===== config.mk =====
export PLATFORM = sky130hd
export DESIGN_NAME = whack_judge
export DESIGN_NICKNAME = d
export VERILOG_FILES = /design/src/rtl/whack_judge_pkg.sv /design/src/rtl/whack_judge_debounce.sv /design/src/rtl/whack_judge.sv
export SDC_FILE = /design/constraint.sdc
export NUM_CORES = 1
export LEC_CHECK = 0
export ABC_AREA = 1
export BUFFER_PORTS_ARGS = -buffer_cell sky130_fd_sc_hd__buf_2
export CORE_UTILIZATION = 58
export DETAILED_ROUTE_END_ITERATION = 16
export GPL_TIMING_DRIVEN = 0
export PLACE_DENSITY_LB_ADDON = 0.25
export SKIP_CTS_REPAIR_TIMING = 1
export SYNTH_ARGS = -nofsm -noshare
export SYNTH_HDL_FRONTEND = slang
export SYNTH_SLANG_ARGS = --single-unit

===== constraint.sdc =====
create_clock -name clk -period 2.5 [get_ports clk]
set_input_delay 0.5 -clock clk [delete_from_list [all_inputs] [get_ports clk]]
set_output_delay 0.5 -clock clk [all_outputs]
set_load 0.005 [all_outputs]

===== src/rtl/whack_judge_pkg.sv =====
// whack_judge_pkg: shared game constants, judge state encoding and helpers
package whack_judge_pkg;
  localparam int N_HOLES_DEFAULT = 18;
  localparam int CLK_HZ = 50_000_000;
  localparam int HOLE_IDX_W = 5;
  typedef enum logic [1:0] {IDLE, EMIT, LOCKOUT} judge_state_e;
  function automatic int cnt_w(input int p);
    return $clog2(p < 2 ? 2 : p);
  endfunction
  function automatic logic [HOLE_IDX_W-1:0] lowest_idx(input logic [31:0] v);
    lowest_idx = '0;
    for (int i = 31; i >= 0; i--)
      if (v[i]) lowest_idx = HOLE_IDX_W'(i);
  endfunction
endpackage


===== src/rtl/whack_judge_debounce.sv =====
// switch_debounce: 2-flop synchroniser, shared debounce counter, stable vector and strike pulses
module switch_debounce
  import whack_judge_pkg::*;
#(
  parameter int N = N_HOLES_DEFAULT,
  parameter int DEBOUNCE_CYCLES = 1_000_000
) (
  input  logic         clk,
  input  logic         rst,
  input  logic [N-1:0] switches,
  output logic [N-1:0] strike_vec
);
  localparam int CW = cnt_w(DEBOUNCE_CYCLES);
  logic [N-1:0] meta, sync_sw, last_sw, stable;
  logic [CW-1:0] cnt;
  logic settled;
  assign settled = sync_sw == last_sw && cnt == CW'(DEBOUNCE_CYCLES - 1);
  // synchroniser is never reset so stable can reload the live switch value during reset
  always_ff @(posedge clk) begin
    meta <= switches;
    sync_sw <= meta;
  end
  always_ff @(posedge clk) begin
    if (rst) begin
      stable <= sync_sw;
      last_sw <= sync_sw;
      cnt <= '0;
      strike_vec <= '0;
    end else begin
      last_sw <= sync_sw;
      cnt <= sync_sw != last_sw ? '0 : settled ? cnt : cnt + 1'b1;
      strike_vec <= settled ? sync_sw ^ stable : '0;
      if (settled) stable <= sync_sw;
    end
  end
endmodule


===== src/rtl/whack_judge.sv =====
// whack_judge: judges debounced switch strikes against the mole mask and emits hit/miss events
module whack_judge
  import whack_judge_pkg::*;
#(
  parameter int N_HOLES = N_HOLES_DEFAULT,
  parameter int DEBOUNCE_CYCLES = 1_000_000,
  parameter int LOCKOUT_CYCLES = 2_500_000
) (
  input  logic                  clk,
  input  logic                  rst,
  input  logic                  game_active,
  input  logic [N_HOLES-1:0]    switches,
  input  logic [N_HOLES-1:0]    mole_mask,
  output logic                  evt_valid,
  input  logic                  evt_ready,
  output logic                  evt_hit,
  output logic [HOLE_IDX_W-1:0] evt_hole,
  output logic [N_HOLES-1:0]    mole_clear,
  output logic                  busy
);
  localparam logic [1:0] S_IDLE = IDLE;
  localparam logic [1:0] S_EMIT = EMIT;
  localparam logic [1:0] S_LOCK = LOCKOUT;
  localparam int LW = cnt_w(LOCKOUT_CYCLES);
  if (N_HOLES > 32 || N_HOLES < 1) begin : g_width_chk
    $error("whack_judge: N_HOLES must be 1..32");
  end
  logic [N_HOLES-1:0] strike_vec, pending, sel_clear;
  logic [1:0] state;
  logic [LW-1:0] lock_cnt;
  logic [HOLE_IDX_W-1:0] sel;
  logic go;
  switch_debounce #(.N(N_HOLES), .DEBOUNCE_CYCLES(DEBOUNCE_CYCLES)) u_deb (
    .clk(clk),
    .rst(rst),
    .switches(switches),
    .strike_vec(strike_vec)
  );
  assign sel = lowest_idx(32'(pending));
  assign go = state == S_IDLE && game_active && |pending;
  assign sel_clear = go ? N_HOLES'(1) << sel : '0;
  assign busy = state != S_IDLE || |pending;
  always_ff @(posedge clk) begin
    if (rst) begin
      state <= S_IDLE;
      pending <= '0;
      lock_cnt <= '0;
      evt_valid <= 1'b0;
      evt_hit <= 1'b0;
      evt_hole <= '0;
      mole_clear <= '0;
    end else begin
      pending <= game_active ? (pending | strike_vec) & ~sel_clear : '0;
      mole_clear <= '0;
      if (state == S_IDLE) begin
        if (go) begin
          evt_hole <= sel;
          evt_hit <= mole_mask[sel];
          evt_valid <= 1'b1;
          state <= S_EMIT;
        end
      end else if (state == S_EMIT) begin
        if (evt_ready) begin
          evt_valid <= 1'b0;
          mole_clear <= evt_hit ? N_HOLES'(1) << evt_hole : '0;
          lock_cnt <= '0;
          state <= LOCKOUT_CYCLES == 0 ? S_IDLE : S_LOCK;
        end
      end else begin
        lock_cnt <= lock_cnt + 1'b1;
        if (lock_cnt == LW'(LOCKOUT_CYCLES - 1)) state <= S_IDLE;
      end
    end
  end
endmodule

## Word level (Yosys, flattened, before mapping)

Index checks and enable logic that the tools add are counted.

- Add/subtract/negate cells: 2
- Order comparisons: 1
- Equality and inequality tests: 8
- Shift operators: 2
- Muxes and demuxes: 34
- Bitwise logic cells: 10
- Reduce and logical (&&, ||, !) cells: 19

Operator list:

| kind | count |
|---|---|
| 2-to-1 mux 5 bit | 18 |
| 2-to-1 mux 18 bit | 3 |
| 2-to-1 mux 22 bit | 2 |
| left shift 1 x 5 -> 18 bit, first input constant | 2 |
| adder 22 x 1 -> 22 bit, second input constant | 1 |
| equality test 22 bit, second input constant | 1 |
| adder 20 x 1 -> 20 bit, second input constant | 1 |
| equality test 20 bit, second input constant | 1 |
| AND 18 bit | 1 |
| equality test 18 bit | 1 |
| inequality test 18 bit | 1 |
| inverter 18 bit | 1 |
| OR 18 bit | 1 |
| OR reduction 18 bit | 1 |
| XOR 18 bit | 1 |
| 2-to-1 mux 2 bit | 5 |
| nonzero test 2 bit | 4 |
| < comparator 5 x 6 -> 1 bit, second input constant | 1 |
| inverter 1 bit | 6 |
| AND reduction 3 bit | 2 |
| OR reduction 2 bit | 3 |
| binary-select mux 1 bit (select 5 bit) | 1 |
| 2-to-1 mux 1 bit | 5 |
| OR reduction 5 bit | 1 |
| 8 further kinds | 12 |

- Register bits after elaboration: 177

## Depth between registers and ports, before layout

Gate-level depths: netlist of run 1.

- Depth in word-level cells: 22
- Gate-level depth with buffers: 25
- Mapped depth without buffers: 25

## Cells and area by module

A second synthesis of run 1 with hierarchy kept.

- Cells, all modules: 839
- Area total of the unflattened synthesis: 7035.5 sq um

By module, submodules not included:

| module | instances | cells each | area each (sq um) | seq. area each (sq um) |
|---|---|---|---|---|
| switch_debounce | 1 | 381 | 3766.1 | 2382.3 |
| whack_judge | 1 | 458 | 3269.4 | 1341.3 |

## Least setup slack after synthesis of run 1

No wires, ideal clock.

- Path kind: register to register
- From: register u_deb.cnt[0]
- To: register u_deb.stable[0] (enable)
- Setup time: 375 ps
- Data arrival time: 1758 ps
- Data required time: 2125 ps
- Setup slack: 367 ps
- Stages on the path, launching flop included: 8
- Period minus slack after synthesis: 2133 ps
- Cell sequence: dfxtp_1 > ha_1 > nand2_1 > nor3_1 > nand2_1 > nor2_1 > inv_1 > nand2_1

- Cells in the longest elaborated chain, start to end: 3

Ends and longest elaborated chain:

| item | RTL line | RTL |
|---|---|---|
| from (decl) | whack_judge_debounce.sv:15 | `logic [CW-1:0] cnt;` |
| from (signal assigned) | whack_judge_debounce.sv:31 | `cnt <= sync_sw != last_sw ? '0 : settled ? cnt : cnt + 1'b1;` |
| equality test 20 bit | whack_judge_debounce.sv:17 | `assign settled = sync_sw == last_sw && cnt == CW'(DEBOUNCE_CYCLES - 1);` |
| logical AND 1 bit | whack_judge_debounce.sv:17 |  |
| nonzero test 2 bit (no line) | -- |  |
| to (signal assigned) | whack_judge_debounce.sv:25 | `stable <= sync_sw;` |
| to (signal assigned) | whack_judge_debounce.sv:33 | `if (settled) stable <= sync_sw;` |
| to (decl) | whack_judge_debounce.sv:14 | `logic [N-1:0] meta, sync_sw, last_sw, stable;` |

No other way between the ends.
A chain may end at the register's enable or synchronous reset.

## Worst setup path after layout of run 1

- From: register lock_cnt[0]
- To: register lock_cnt[20]

- Cells in the longest elaborated chain, start to end: 2

Ends and longest elaborated chain:

| item | RTL line | RTL |
|---|---|---|
| from (decl) | whack_judge.sv:30 | `logic [LW-1:0] lock_cnt;` |
| from (signal assigned) | whack_judge.sv:70 | `lock_cnt <= lock_cnt + 1'b1;` |
| adder 22 x 1 -> 22 bit | whack_judge.sv:70 |  |
| 2-to-1 mux 22 bit | whack_judge.sv:62 | `end else if (state == S_EMIT) begin` |

No other way between the ends.

==> results of run 1 <==
==> cell usage in the layout (no fill, tap or decap), types with 3 or more instances in the layout <==
cell type / n
dfxtp_1: 157
nand2_1: 111
inv_1: 87
nor2_1: 83
buf_2: 69
nand3_1: 37
a21oi_1: 34
o21ai_0: 27
xnor2_1: 22
inv_2: 18
edfxtp_1: 18
clkbuf_16: 17
nand4_1: 12
o211ai_1: 11
nor2_2: 11
nand2_2: 9
nor3_1: 9
a31oi_1: 8
or2_2: 7
clkbuf_1: 7
o21ai_1: 7
a221oi_1: 6
a211oi_1: 6
nor4_1: 5
nor2_4: 5
nand3_2: 5
nor3_4: 4
clkinv_1: 3
a21oi_2: 3
o21a_1: 3
clkinvlp_4: 3
inv_6: 3
==> cell usage after synthesis, types with 2 or more instances <==
cell	instances
o211ai_1	11
xnor2_1	22
nand3_2	5
a221oi_1	6
ha_1	2
a211oi_1	6
a2111oi_0	2
a21oi_2	4
dfxtp_1	159
nor3_1	9
o2111ai_1	2
clkinv_1	3
nor2_4	5
a31oi_1	8
o21a_1	3
or2_2	7
nor2_1	84
nand2_1	113
o21ai_1	7
inv_1	87
edfxtp_1	18
nor3_4	2
nor4_1	7
clkbuf_1	6
nand3b_1	2
nor3_2	4
nor2_2	10
o21ai_0	27
buf_2	4
nand3_1	37
inv_2	18
xor2_1	2
a21oi_1	34
nand2_2	8
nand4_1	12
a21o_1	2
==> how the worst max path moves through the flow <==
stage	end	cells past startpoint	slack, ps	start
after floorplan	u_deb.stable[0]$_DFFE_PP_	7	370	u_deb.cnt[0]$_SDFFE_PP0N_
after global placement	u_deb.stable[15]$_DFFE_PP_	9	-140	u_deb.sync_sw[12]$_DFF_P_
after detailed placement	u_deb.stable[4]$_DFFE_PP_	9	-140	u_deb.sync_sw[12]$_DFF_P_
after CTS	u_deb.stable[14]$_DFFE_PP_	9	-200	u_deb.sync_sw[12]$_DFF_P_
after global routing	u_deb.stable[0]$_DFFE_PP_	9	-10	u_deb.sync_sw[12]$_DFF_P_
final	lock_cnt[20]$_SDFFE_PP0P_	18	220	lock_cnt[0]$_SDFFE_PP0P_
==> power by group through the flow <==
stage	clock network, mW	registers, mW	logic [mW]
final	2.55	2.99	0.244
after floorplan	0	3.04	0.160
after detailed placement	0	3.05	0.241
after CTS	2.59	2.99	0.245
after global routing	2.72	3.00	0.274
after global placement	0	3.05	0.235
==> worst max-delay path, stage by stage (launching register included) <==
cell,delay (ps)
dfxtp_2,360
ha_1,170
nand2_1,80
nor2_2,100
inv_2,60
nor3_4,140
nand2_2,110
nor3_4,150
nand2_2,80
nor2_2,120
nand3_2,120
nor3_4,160
nand2_2,90
nor2_2,110
nand3_1,80
clkinv_1,80
nand2_1,50
nand2_1,70
a21oi_2,50
==> kinds of logic (layout without fill, tap and decap cells) <==
kind of cell,count (synthesis),in the layout
flops,177,177
fa+ha+maj,2,2
buf+inv,118,217
compound gates,118,118
simple gates,308,308
xor+xnor,24,24
==> state kept, by name, indices dropped and copies added (netlist names) <==
register,flops
lock_cnt,22
u_deb.cnt,20
mole_clear,18
pending,18
u_deb.last_sw,18
u_deb.meta,18
u_deb.stable,18
u_deb.strike_vec,18
u_deb.sync_sw,18
evt_hole,5
state,2
evt_hit,1
evt_valid,1
==> layer usage <==
layer | up-vias | part of all wire (%) | GRT usage, %
met2 | 165 | 49 | 42.2
met4 | 0 | 2.1 | 11.5
met3 | 30 | 5.3 | 5.86
met5 | - | 0 | 0
li1 | 2626 | - | -
met1 | 2380 | 43 | 26.7
==> final cells by class <==
| type | count | area [µm²] | area share (%) |
|---|---|---|---|
| sequential | 177 | 3730 | 48.1 |
| inverter | 108 | 405 | 5.23 |
| clock buffer | 20 | 457 | 5.89 |
| clock inverter | 12 | 124 | 1.60 |
| multi-input combinational | 452 | 2480 | 32.0 |
| buffer | 10 | 42.5 | 0.549 |
| tap | 140 | 175 | 2.26 |
| timing repair buffer | 67 | 340 | 4.39 |
==> through the flow <==
stage	TNS, ps	hold WS (ps)	util [%]	power [mW]	setup WS (ps)
finish	0	164	70.6	5.79	216
global route	-96.1	151	70.6	5.99	-10.8
CTS	-3610	156	70.0	5.83	-203
detailed placement	-2470	312	64.7	3.29	-138
global placement	-2460	311	64.7	3.28	-137
floorplan	0	310	-	3.20	367
==> metrics.txt, run 1 <==
status complete, no violations; post-synthesis simple-gate area fraction 22.3%; syn avg cell area 8.84 µm²; dpl cells 952; cells on worst reg2reg path 18; final critical-path required period 2280 ps; port bufs 65; top_reg_cell synth dfxtp_1; worst skew pair latency 430 ps; wirelength, routed 13.1 mm; Synth top area share 48.2%; crit path launch type flip-flop; chip height 109 µm; worst-margin pin slew 760 ps; Post-Synth XOR/XNOR Area 3.18%; CTS tree yes; post-synthesis mux area share 0%; sequential share of power 51.7%; RR Startpoint lock_cnt[0]$_SDFFE_PP0P_; worst-path maximum fanout 4; Static Leakage 3.19 nW; placed wire-length estimate 9.23 mm; Synth Area in Compound Gates 11.0%; Iteration-0 DRC Markers 437; sw power 1.30 mW; First-pass DRT Iterations 5; H-tree Lvls 4; Starting Density 60.2%; fmax 438 MHz; share of layout cells above drive strength 1 20.8%; num ports 66; register-to-register setup slack 220 ps; gr usage total 23.8%; Internal 4.49 mW; Sw Share 22.4%; Vias/cell 5.27; number of library cell types mapped by synthesis 45; CTS Root Cell clkbuf_16; Synth Cell Area 0.00661 mm²; die outline width 109 µm; CTS Buf Count 17; Hold Vio Cnt, Final 0; async set-reset flop share out of synthesis 0%; final setup vio count 0; GRT overflow 0; skew final 8.73 ps; final non-filler cell area 0.00775 mm²; worst vdd ir 630 µV; number of global-route vias before repair 4923; worst hold path class in -> reg; main combinational cell family by area after synthesis simple AND/OR/NAND/NOR gates; hold depth 1; Core Rows 38; synth warn 0; ant diodes 0; combinational share of power 4.2%; Final ANT Viol Nets 0; DR vias 5201; core box area 0.0110 mm²; post-DR wirelength/cell 13.3 µm; WHS Endpoint u_deb.meta[11]$_DFF_P_; max_slew headroom 48.0%; max-slew violations 0; Fillers 809; Worst setup EP type flip-flop; post-synth top area cell dfxtp_1; top area cells in the synthesized netlist dfxtp_1 (48%), edfxtp_1 (8.2%), nand2_1 (6.4%); DRC Markers 0; Power Dens Cells 747 mW/mm²; Non-Filler Instances 986; Worst Path Required 2820 ps; pin count of the biggest net entering global routing 19; Critical Path AT 2600 ps; GPL Wtd Cong 0.886; Adder-Cell Fraction of Synth Area 0.379%; clock sinks 177; sequential area share after synthesis 56.4%; CP Class reg -> reg; Clock Power Share 44.1%; Final period util 91.4%; Area growth, synth to finish 17.3%; EDFF count, synth 18; maxcap violations 0; Hold Crit Start switches[11]; Placed Area 0.00711 mm²; initial antenna violation count 0; RR Endpoint lock_cnt[20]$_SDFFE_PP0P_; Clock Path Buffers 2; Net Count, Synth 789; first-pass GRT wire length 21.6 mm; Syn Inst Count 747; die area 0.0118 mm²; final net count 875; clk slew on worst S/H paths 70 ps; synthesis-stage register bit count 177
Power figures use the tool's default switching activity.
==> run 2: changes to the inputs <==
--- a/config.mk
+++ b/config.mk
@@ -5,7 +5,7 @@
 export SDC_FILE = /design/constraint.sdc
 export NUM_CORES = 1
 export LEC_CHECK = 0
-export ABC_AREA = 1
+export ABC_AREA = 0
 export BUFFER_PORTS_ARGS = -buffer_cell sky130_fd_sc_hd__buf_2
 export CORE_UTILIZATION = 58
 export DETAILED_ROUTE_END_ITERATION = 16
==> metrics.txt, run 2 <==
pin count of the biggest net entering global routing 19 (unchanged); commonest non-fill, non-tap cell in the layout dfxtp_1; async set-reset flop share out of synthesis 0% (unchanged); synth warn 0 (unchanged); Final ANT Viol Nets 0 (unchanged); Clock Power Share 44.8% (+0.7 points); Worst Path Required 2920 ps (+100 ps); gr usage total 23.3% (-0.58 points); skew final 8.12 ps (-0.610 ps); RR Startpoint pending[8]$_SDFF_PP0_; final net count 770 (-12%); failing checks negative setup slack; final critical-path required period 2510 ps (+231 ps); max_slew headroom 58.3% (+10 points); max-slew violations 0 (unchanged); Starting Density 59.4% (-0.76 points); crit path launch type flip-flop; CTS tree yes; die area 0.0115 mm² (-2.5%); final non-filler cell area 0.00777 mm² (+0.27%); worst-path maximum fanout 5 (+1); core box area 0.0108 mm² (-1.3%); max reg flops 22 (unchanged); Placed Area 0.00694 mm² (-2.4%); Regs by FF count lock_cnt (22), u_deb.cnt (20); Synth Cell Area 0.00644 mm² (-2.5%); sw power 1.30 mW (about the same); worst vdd ir 913 µV (+45%); sequential share of power 53.0% (+1.3 points); Final period util 101% (+9.2 points); Largest Register lock_cnt; RSZ-0062 raised after global routing true; num ports 66 (unchanged); syn avg cell area 10.1 µm² (+14%); Sw Share 23.2% (+0.80 points); post-DR wirelength/cell 15.0 µm (+13%); Non-Filler Instances 881 (-11%); clock sinks 177 (unchanged); Setup WS pre-CTS -433 ps (-296 ps); Fillers 759 (-6.2%); ant diodes 0 (unchanged); GPL Wtd Cong 0.884 (-0.26%); EDFF count, synth 18 (unchanged); Area growth, synth to finish 20.7%; synthesis-stage register bit count 177 (unchanged); CTS Buf Count 17 (unchanged); share of layout cells above drive strength 1 21.2% (+0.38 points); DRC Markers 0 (unchanged); clk slew on worst S/H paths 70 ps (about the same); sequential area share after synthesis 57.8% (+1.5 points); Hold Vio Cnt, Final 0 (unchanged); Critical Path AT 2930 ps (+330 ps); Static Leakage 2.94 nW (-7.9%); top_reg_cell synth dfxtp_1; worst skew pair latency 540 ps (+110 ps); chip height 107 µm (-1.3%); final setup vio count 1 (+1); Net Count, Synth 679 (-14%); port bufs 64 (-1.5%); worst hold path class in -> reg; Vias/cell 5.52 (+4.7%); CP Class reg -> reg; final design utilization 71.7% (+1.1 points); initial antenna violation count 0 (unchanged); top cells by count, synth dfxtp_1 (159), nor2_1 (96), nand2_1 (51), xnor2_1 (40), xor2_1 (31); Power Dens Cells 719 mW/mm² (-3.7%); DR vias 4867 (-6.4%); die outline width 107 µm (-1.3%); number of global-route vias before repair 4562 (-7.3%); PnR Total Power 5.59 mW (-3.5%); Iteration-0 DRC Markers 296 (-32%); First-pass DRT Iterations 7 (+2); most frequent cells in the layout dfxtp_1 (148), nor2_1 (93), buf_2 (65), nand2_1 (49), xnor2_1 (40); PnR worst setup slack -14.7 ps (-231 ps); Syn Inst Count 637 (-15%); first-pass GRT wire length 20.8 mm (-3.7%); combinational share of power 2.2% (-2.0 points); maxcap violations 0 (unchanged); Clock Path Buffers 2 (unchanged); Worst setup startpoint pending[8]$_SDFF_PP0_; wirelength, routed 13.2 mm (+0.89%); placed wire-length estimate 8.70 mm (-5.8%); post-synth top area cell dfxtp_1; worst-margin pin slew 620 ps (-140 ps); GRT overflow 0 (unchanged); count leader, synth dfxtp_1; cells on worst reg2reg path 7 (-11); Synth top area share 49.4% (+1.3 points); Final TNS setup -14.7 ps (-14.7 ps); status complete, but fails checks; dpl cells 841 (-12%); CTS Root Cell clkbuf_8; top area cells in the synthesized netlist dfxtp_1 (49%), edfxtp_1 (8.4%), nor2_1 (5.6%); H-tree Lvls 4 (unchanged); Hold Crit Start switches[1]; Core Rows 38 (unchanged); number of library cell types mapped by synthesis 48 (+6.7%); Internal 4.29 mW (-4.5%); worst hold margin 51.3 ps (-112 ps); Worst setup EP type flip-flop; hold depth 1 (unchanged); fmax 398 MHz (-9.2%)
[run 2: changes by cell type after synthesis, sizes merged, moves of 10 or more]
cell	before	now
a21oi	38	22
a22oi	1	12
clkbuf	6	16
inv	105	10
nand2	122	51
nand3	42	21
o211ai	11	0
o21ai	35	24
xnor2	22	40
xor2	2	31
[run 2: critical path, stage by stage, from the launching register on]
cell	delay, ps
dfxtp_1	390
or4_1	600
nor2_2	210
o21ai_2	130
a2111oi_2	310
a311o_1	170
nor4bb_1	70
or4_1	510
[run 2: final timing paths]
| path | slack [ps] | endpoint |
|---|---|---|
| worst min-delay path | 50 | u_deb.meta[1]$_DFF_P_ |
| worst min register to register | 330 | u_deb.sync_sw[17]$_DFF_P_ |
| worst max-delay path | -10 | evt_hit$_SDFFE_PP0P_ |
| worst max register to register | -10 | evt_hit$_SDFFE_PP0P_ |
[run 2: routing by layer]
layer | up-vias | wire length (µm) | track usage, % | share of wire (%)
met3 | 25 | 680 | 6.66 | 5.2
met1 | 2270 | 5690 | 27.5 | 43
met5 | - | 0 | 0 | 0
met4 | 0 | 242 | 10.2 | 1.8
li1 | 2414 | - | - | -
met2 | 158 | 6580 | 39.4 | 50
[run 2: cell families after synthesis]
family,synth area share (%)
simple gates,18.9
flops,57.8
compound gates,10.2
xor+xnor,9.66
buf+inv,1.75
mux,1.28
fa+ha+maj,0.389
[run 2: final cells by class]
cell class / count / area, µm² / area share (%)
inverter: 10 / 37.5 / 0.483
clock inverter: 14 / 146 / 1.88
multi-input combinational: 431 / 2770 / 35.7
clock buffer: 18 / 428 / 5.51
buffer: 18 / 72.6 / 0.934
timing repair buffer: 73 / 388 / 4.99
sequential: 177 / 3750 / 48.3
tap: 140 / 175 / 2.25
[run 2: power by group through the flow]
stage / sequential, mW / clock, mW / combinational (mW)
final: 2.96 / 2.50 / 0.124
after global routing: 2.97 / 2.65 / 0.137
after CTS: 2.97 / 2.53 / 0.119
after detailed placement: 3.03 / 0 / 0.118
after global placement: 3.03 / 0 / 0.114
after floorplan: 3.02 / 0 / 0.0723
